<file path="config.mk">
export PLATFORM = sky130hd
export DESIGN_NAME = load_store_unit_flat
export DESIGN_NICKNAME = d
export VERILOG_FILES = /design/src/rtl/load_store_unit_if.sv /design/src/rtl/load_store_unit.sv /design/src/flat_wrapper.sv
export SDC_FILE = /design/constraint.sdc
export NUM_CORES = 1
export LEC_CHECK = 0
export CAP_MARGIN = 20
export CORE_MARGIN = 2
export CORE_UTILIZATION = 45
export CTS_BUF_LIST = sky130_fd_sc_hd__clkbuf_16
export CTS_CLUSTER_DIAMETER = 60
export DETAILED_ROUTE_END_ITERATION = 8
export HOLD_SLACK_MARGIN = 0.06
export PLACE_DENSITY = 0.79
export SLEW_MARGIN = 25
export SYNTH_ARGS = -nofsm -noshare
export SYNTH_HDL_FRONTEND = slang
export SYNTH_SLANG_ARGS = --single-unit
export TNS_END_PERCENT = 30
</file>
<file path="constraint.sdc">
create_clock -name clk -period 4.2 [get_ports clk]
set_input_delay 0.63 -clock clk [delete_from_list [all_inputs] [get_ports clk]]
set_output_delay 0.63 -clock clk [all_outputs]
set_load 0.005 [all_outputs]
</file>
<file path="src/rtl/load_store_unit_if.sv">
// Request, response and memory-port bundle of the load/store unit.
// The slave modport is the unit itself; the master modport is the
// execute stage plus memory that surround it.
interface load_store_unit_if #(
  parameter int ADDR_W = 12
);
  logic              req_valid;
  logic              req_ready;
  logic              req_store;
  logic [2:0]        req_funct3;
  logic [63:0]       req_addr;
  logic [63:0]       req_wdata;
  logic [4:0]        req_rd;

  logic              resp_valid;
  logic [63:0]       resp_rdata;
  logic [4:0]        resp_rd;
  logic              resp_wen;
  logic              resp_err;

  logic              mem_req;
  logic              mem_we;
  logic [ADDR_W-1:0] mem_addr;
  logic [3:0]        mem_wmask;
  logic [31:0]       mem_wdata;
  logic [31:0]       mem_rdata;
  logic              mem_ack;

  modport slave (
    input  req_valid, req_store, req_funct3, req_addr, req_wdata, req_rd,
    output req_ready,
    output resp_valid, resp_rdata, resp_rd, resp_wen, resp_err,
    output mem_req, mem_we, mem_addr, mem_wmask, mem_wdata,
    input  mem_rdata, mem_ack
  );

  modport master (
    output req_valid, req_store, req_funct3, req_addr, req_wdata, req_rd,
    input  req_ready,
    input  resp_valid, resp_rdata, resp_rd, resp_wen, resp_err,
    input  mem_req, mem_we, mem_addr, mem_wmask, mem_wdata,
    output mem_rdata, mem_ack
  );
endinterface

</file>
<file path="src/rtl/load_store_unit.sv">
// RV64 load/store unit: one access at a time against a 32-bit word memory,
// one beat for B/H/W, two beats (low word then high word) for D.
module load_store_unit #(
  parameter int ADDR_W = 12
) (
  input logic              clk,
  input logic              reset,
  load_store_unit_if.slave bus
);
  typedef enum logic [1:0] {IDLE, LO, HI, RESP} state_t;
  state_t state, state_nx;

  // latched request fields
  logic        op_store, op_store_nx;
  logic [2:0]  op_f3, op_f3_nx;
  logic [1:0]  op_off, op_off_nx;
  logic [4:0]  op_rd, op_rd_nx;
  logic [31:0] op_whi, op_whi_nx;
  logic [31:0] lo_word, lo_word_nx;

  logic              mem_req_nx, mem_we_nx;
  logic [ADDR_W-1:0] mem_addr_nx;
  logic [3:0]        mem_wmask_nx;
  logic [31:0]       mem_wdata_nx;
  logic              resp_valid_nx, resp_wen_nx, resp_err_nx;
  logic [63:0]       resp_rdata_nx;
  logic [4:0]        resp_rd_nx;

  logic        legal, aligned, done;
  logic [31:0] lane;
  logic [63:0] ld_data;
  logic        unused_addr_bits;

  // byte-address bits above the memory window are ignored (address wraps)
  assign unused_addr_bits = ^bus.req_addr[63:ADDR_W+2];

  assign bus.req_ready = (state == IDLE);

  // funct3 legality and natural alignment of the incoming request
  always_comb begin
    legal = bus.req_store ? !bus.req_funct3[2] : (bus.req_funct3 != 3'b111);
    case (bus.req_funct3[1:0])
      2'b01:   aligned = !bus.req_addr[0];
      2'b10:   aligned = (bus.req_addr[1:0] == 2'b00);
      2'b11:   aligned = (bus.req_addr[2:0] == 3'b000);
      default: aligned = 1'b1;
    endcase
  end

  // pick the addressed lane of the returned word and extend it to 64 bits
  always_comb begin
    lane = bus.mem_rdata >> {op_off, 3'b000};
    case (op_f3)
      3'b000:  ld_data = {{56{lane[7]}}, lane[7:0]};
      3'b001:  ld_data = {{48{lane[15]}}, lane[15:0]};
      3'b010:  ld_data = {{32{lane[31]}}, lane};
      3'b011:  ld_data = {bus.mem_rdata, lo_word};
      3'b100:  ld_data = {56'd0, lane[7:0]};
      3'b101:  ld_data = {48'd0, lane[15:0]};
      default: ld_data = {32'd0, lane};
    endcase
  end

  // next state plus next values of every registered output
  always_comb begin
    state_nx      = state;
    op_store_nx   = op_store;
    op_f3_nx      = op_f3;
    op_off_nx     = op_off;
    op_rd_nx      = op_rd;
    op_whi_nx     = op_whi;
    lo_word_nx    = lo_word;
    mem_req_nx    = bus.mem_req;
    mem_we_nx     = bus.mem_we;
    mem_addr_nx   = bus.mem_addr;
    mem_wmask_nx  = bus.mem_wmask;
    mem_wdata_nx  = bus.mem_wdata;
    resp_valid_nx = 1'b0;
    resp_rdata_nx = '0;
    resp_rd_nx    = '0;
    resp_wen_nx   = 1'b0;
    resp_err_nx   = 1'b0;
    done          = 1'b0;
    case (state)
      IDLE: if (bus.req_valid) begin
        op_store_nx = bus.req_store;
        op_f3_nx    = bus.req_funct3;
        op_off_nx   = bus.req_addr[1:0];
        op_rd_nx    = bus.req_rd;
        op_whi_nx   = bus.req_wdata[63:32];
        if (!(legal && aligned)) begin
          // bad request never touches memory
          state_nx      = RESP;
          resp_valid_nx = 1'b1;
          resp_err_nx   = 1'b1;
          resp_rd_nx    = bus.req_rd;
        end else begin
          state_nx     = LO;
          mem_req_nx   = 1'b1;
          mem_we_nx    = bus.req_store;
          mem_addr_nx  = bus.req_addr[ADDR_W+1:2];
          mem_wmask_nx = 4'b0000;
          mem_wdata_nx = '0;
          if (bus.req_store) begin
            case (bus.req_funct3[1:0])
              2'b00: begin
                mem_wdata_nx = {4{bus.req_wdata[7:0]}};
                mem_wmask_nx = 4'b0001 << bus.req_addr[1:0];
              end
              2'b01: begin
                mem_wdata_nx = {2{bus.req_wdata[15:0]}};
                mem_wmask_nx = 4'b0011 << bus.req_addr[1:0];
              end
              default: begin
                mem_wdata_nx = bus.req_wdata[31:0];
                mem_wmask_nx = 4'b1111;
              end
            endcase
          end
        end
      end
      LO: if (bus.mem_ack) begin
        if (op_f3[1:0] == 2'b11) begin
          // doubleword: keep the request up for the upper word
          state_nx     = HI;
          mem_addr_nx  = bus.mem_addr + {{(ADDR_W-1){1'b0}}, 1'b1};
          mem_wdata_nx = op_whi;
          lo_word_nx   = bus.mem_rdata;
        end else begin
          done = 1'b1;
        end
      end
      HI: if (bus.mem_ack) done = 1'b1;
      default: state_nx = IDLE;
    endcase
    if (done) begin
      state_nx      = RESP;
      mem_req_nx    = 1'b0;
      mem_we_nx     = 1'b0;
      mem_wmask_nx  = 4'b0000;
      resp_valid_nx = 1'b1;
      resp_rd_nx    = op_rd;
      resp_wen_nx   = !op_store && (op_rd != 5'd0);
      resp_rdata_nx = op_store ? 64'd0 : ld_data;
    end
  end

  // state register
  always_ff @(posedge clk or negedge reset) begin
    if (!reset) state <= IDLE;
    else        state <= state_nx;
  end

  // latched request and registered outputs; reset drops mem_req at once
  always_ff @(posedge clk or negedge reset) begin
    if (!reset) begin
      op_store       <= 1'b0;
      op_f3          <= '0;
      op_off         <= '0;
      op_rd          <= '0;
      op_whi         <= '0;
      lo_word        <= '0;
      bus.mem_req    <= 1'b0;
      bus.mem_we     <= 1'b0;
      bus.mem_addr   <= '0;
      bus.mem_wmask  <= '0;
      bus.mem_wdata  <= '0;
      bus.resp_valid <= 1'b0;
      bus.resp_rdata <= '0;
      bus.resp_rd    <= '0;
      bus.resp_wen   <= 1'b0;
      bus.resp_err   <= 1'b0;
    end else begin
      op_store       <= op_store_nx;
      op_f3          <= op_f3_nx;
      op_off         <= op_off_nx;
      op_rd          <= op_rd_nx;
      op_whi         <= op_whi_nx;
      lo_word        <= lo_word_nx;
      bus.mem_req    <= mem_req_nx;
      bus.mem_we     <= mem_we_nx;
      bus.mem_addr   <= mem_addr_nx;
      bus.mem_wmask  <= mem_wmask_nx;
      bus.mem_wdata  <= mem_wdata_nx;
      bus.resp_valid <= resp_valid_nx;
      bus.resp_rdata <= resp_rdata_nx;
      bus.resp_rd    <= resp_rd_nx;
      bus.resp_wen   <= resp_wen_nx;
      bus.resp_err   <= resp_err_nx;
    end
  end
endmodule

</file>
<file path="src/flat_wrapper.sv">
// flat-port wrapper written by rule: the top's interface ports become plain ports
module load_store_unit_flat 
#(
  parameter int ADDR_W = 12
)
  (clk, reset, bus_req_valid, bus_req_store, bus_req_funct3, bus_req_addr, bus_req_wdata, bus_req_rd, bus_req_ready, bus_resp_valid, bus_resp_rdata, bus_resp_rd, bus_resp_wen, bus_resp_err, bus_mem_req, bus_mem_we, bus_mem_addr, bus_mem_wmask, bus_mem_wdata, bus_mem_rdata, bus_mem_ack);
  load_store_unit_if #(.ADDR_W(ADDR_W)) bus_i ();
  input logic clk;
  input logic reset;
  input wire logic [$bits(bus_i.req_valid)-1:0] bus_req_valid;
  input wire logic [$bits(bus_i.req_store)-1:0] bus_req_store;
  input wire logic [$bits(bus_i.req_funct3)-1:0] bus_req_funct3;
  input wire logic [$bits(bus_i.req_addr)-1:0] bus_req_addr;
  input wire logic [$bits(bus_i.req_wdata)-1:0] bus_req_wdata;
  input wire logic [$bits(bus_i.req_rd)-1:0] bus_req_rd;
  output wire logic [$bits(bus_i.req_ready)-1:0] bus_req_ready;
  output wire logic [$bits(bus_i.resp_valid)-1:0] bus_resp_valid;
  output wire logic [$bits(bus_i.resp_rdata)-1:0] bus_resp_rdata;
  output wire logic [$bits(bus_i.resp_rd)-1:0] bus_resp_rd;
  output wire logic [$bits(bus_i.resp_wen)-1:0] bus_resp_wen;
  output wire logic [$bits(bus_i.resp_err)-1:0] bus_resp_err;
  output wire logic [$bits(bus_i.mem_req)-1:0] bus_mem_req;
  output wire logic [$bits(bus_i.mem_we)-1:0] bus_mem_we;
  output wire logic [$bits(bus_i.mem_addr)-1:0] bus_mem_addr;
  output wire logic [$bits(bus_i.mem_wmask)-1:0] bus_mem_wmask;
  output wire logic [$bits(bus_i.mem_wdata)-1:0] bus_mem_wdata;
  input wire logic [$bits(bus_i.mem_rdata)-1:0] bus_mem_rdata;
  input wire logic [$bits(bus_i.mem_ack)-1:0] bus_mem_ack;
  assign bus_i.req_valid = bus_req_valid;
  assign bus_i.req_store = bus_req_store;
  assign bus_i.req_funct3 = bus_req_funct3;
  assign bus_i.req_addr = bus_req_addr;
  assign bus_i.req_wdata = bus_req_wdata;
  assign bus_i.req_rd = bus_req_rd;
  assign bus_req_ready = bus_i.req_ready;
  assign bus_resp_valid = bus_i.resp_valid;
  assign bus_resp_rdata = bus_i.resp_rdata;
  assign bus_resp_rd = bus_i.resp_rd;
  assign bus_resp_wen = bus_i.resp_wen;
  assign bus_resp_err = bus_i.resp_err;
  assign bus_mem_req = bus_i.mem_req;
  assign bus_mem_we = bus_i.mem_we;
  assign bus_mem_addr = bus_i.mem_addr;
  assign bus_mem_wmask = bus_i.mem_wmask;
  assign bus_mem_wdata = bus_i.mem_wdata;
  assign bus_i.mem_rdata = bus_mem_rdata;
  assign bus_i.mem_ack = bus_mem_ack;
  load_store_unit #(.ADDR_W(ADDR_W)) u_core (.clk(clk), .reset(reset), .bus(bus_i));
endmodule
</file>
==> impl_metrics.tcl <==
set metrics [dict create \
    crit_fanout 17 \
    worstPathCellList "inv_1 > ha_2 > a21boi_1 > o211a_1 > nand2b_1 > or4_4 > o21ai_0" \
    cp_num_buf_inv 1 \
    dr.first_iter.drc_count 528 \
    p_per_area_nw_per_um2 631 \
    hold_violations 0 \
    cts_root_buffer "clkbuf_16" \
    report.final.slew_viol_count 0 \
    cp_slowest_cell "or4_4" \
    slowest_delay_ps 820 \
    synth-simple-area-share_pct 16.3 \
    synthFlopType "dfrtp_1" \
    leakagePower_nw 5.39 \
    yosysWarnings 0 \
    yosysMostFrequentCell "nand2_1" \
    wl_microns 26300 \
    fill_cells 1613 \
    synthMuxAreaShare_pct 9.24 \
    synth-xor-area-share_pct 0 \
    wl_per_cell_microns 18.7 \
    critPathCaptureType "flop" \
    synth_edf_count 0 \
    fp.dieW_microns 146 \
    rsz0062_at_grt "no" \
    synth_top_family_by_area "simple AND/OR/NAND/NOR gates" \
    antenna_found_initial 0 \
    die_area_sq_um 21300 \
    dr.pass1.iters 5 \
    grt_usage_pct 25.0 \
    fin_nets 1303 \
    vias_per_cell 5.56 \
    cp-start-kind "flop" \
    syn-num-nets 1093 \
    synth.cell_area_sq_um 9060 \
    antenna_cells 0 \
    area_growth_pct 36.1 \
    drc 0 \
    grt_overflow 0 \
    vias 7802 \
    fin_setup_tns_ps 0 \
    cts_max_path_buffers 2 \
    htreeDepth 4 \
    synth_top_cell_area_share_pct 55.0 \
    min_period_over_period_pct 70.3 \
    crit_required_ps 4550 \
    die_y_microns 146 \
    critPathTopFamily "simple AND/OR/NAND/NOR gates" \
    core_area_sq_um 19600 \
    fin_util_pct 62.9 \
    cts_resized 0 \
    grt_pass1_vias 7769 \
    setup_violations 0 \
    slew_headroom_pct 35.9 \
    ir_drop_uv 338 \
    synthTopCellsByArea "dfrtp_1, nand2_1, mux2_2" \
    synth-compound-area-share_pct 15.3 \
    ant_nets 0 \
    synthAdderAreaFrac_pct 0.553 \
    io_buffers 245 \
    place.detailed.hpwl_microns 18200 \
    layout_setup_ws_ps 1250 \
    avgSynthCellArea_sq_um 9.89 \
    synth.distinct_cells 53 \
    layout_min_cycle_time_ps 2950 \
    cts_setup_buffers 0 \
    tightest_slew_ps 961 \
    ys_ff_latch 199 \
    worstSkewPairLatency_ps 450 \
    pre_cts_ws_ps 844 \
    yosysSeqAreaShare_pct 55.0 \
    min_path_type "in2async" \
    cts_sinks 199 \
    cts_tree "yes" \
    num_rows 51 \
    pin_count 296 \
    cts_buffers 17 \
    clock_skew_ps 21.7 \
    synth_top_cell_by_area "dfrtp_1" \
    layout-drive-gt1-share_pct 11.2 \
    arrival_ps 3300 \
    cap_violations 0 \
    outcome "finished clean" \
    place.gp.congestion 0.858 \
    path_clk_slew_ps 90 \
    grt_max_degree 109 \
    crit_type "reg2reg" \
    cts_hold_buf 0 \
    start_util_pct 46.2 \
    synth_common_cells "nand2_1, dfrtp_1, nor2_1" \
    grt_pass1_wl_microns 42300 \
    asyncSetResetFlopFracSynth_pct 100 \
    max_freq_mhz 339 \
    syn_inst 916 \
]
through the flow:
step	total power [mW]	hold WS [ps]	cells	instance area [sq um]
2_1_floorplan	4.63	334	916	9060
3_3_place_gp	5.95	452	1372	11700
3_5_place_dp	6.04	462	1372	11700
4_1_cts	7.82	317	1404	12300
5_1_grt	8.27	340	1404	12300
6_report	7.78	281	1404	12300
cell usage in the layout (no fill, tap or decap), types with 16 or more instances in the layout:
cell type	count
a211oi_1	16
a21oi_1	62
a221oi_1	32
a22oi_1	22
buf_4	16
clkbuf_16	17
clkdlybuf4s50_1	244
dfrtp_1	198
mux2_2	57
mux2i_1	18
nand2_1	202
nor2_1	101
o21ai_0	33
state kept, by name, summed over array words and instances (netlist names):
name and flops:
u_core.bus.mem_addr 12, u_core.bus.resp_wen 1, u_core.op_off 2, u_core.bus.mem_we 1, u_core.bus.mem_req 1, u_core.bus.resp_valid 1
u_core.bus.resp_rd 5, u_core.op_whi 32, u_core.bus.resp_rdata 64, u_core.op_store 1, u_core.bus.mem_wdata 32, u_core.state 2
u_core.op_f3 3, u_core.bus.resp_err 1, u_core.op_rd 5, u_core.lo_word 32, u_core.bus.mem_wmask 4
cell type report:
class	count	area, sq um	area share (%)
well taps	265	332	2.69
inverters	5	18.8	0.152
multi-input cells	642	3770	30.6
clock inverters	15	223	1.81
repair buffers	261	2580	20.9
flip-flops and latches	199	4980	40.4
clock buffers	17	425	3.45
cells by family (layout without fill, tap and decap cells):
| kind of cell | Yosys count | after routing |
|---|---|---|
| mux | 76 | 76 |
| buf+inv | 75 | 298 |
| flops | 199 | 199 |
| fa+ha+maj | 4 | 4 |
| compound gates | 205 | 205 |
| simple gates | 357 | 357 |
routing by layer:
layer  track usage (%)  routed length (microns)  vias to the layer above
met2              41.1                    12800                      331
met4              7.75                      525                        0
met1              31.5                    10400                     3831
met3              8.03                     2530                       33
li1                  -                        -                     3607
met5                 0                        0                        -
where the power goes:
part	total, mW	switching, mW	internal (mW)
Sequential	3.07	0.474	2.60
Clock	1.76	0.909	0.848
Combinational	2.95	1.49	1.46
path summary, 6_finish.rpt:
kind / from / to / slack [ps] / depth (start not counted)
min in group clk: u_core.op_store / u_core.op_store / 480 / 2
min: reset / u_core.bus.resp_rdata[60] / 280 / 1
max in group asynchronous: reset / u_core.bus.mem_wmask[2] / 2780 / 2
max reg2reg: u_core.state[1] / u_core.bus.resp_rdata[19] / 1250 / 7
min reg2reg: u_core.op_store / u_core.op_store / 480 / 2
max: u_core.state[1] / u_core.bus.resp_rdata[19] / 1250 / 7
Power figures use the tool's default switching activity.
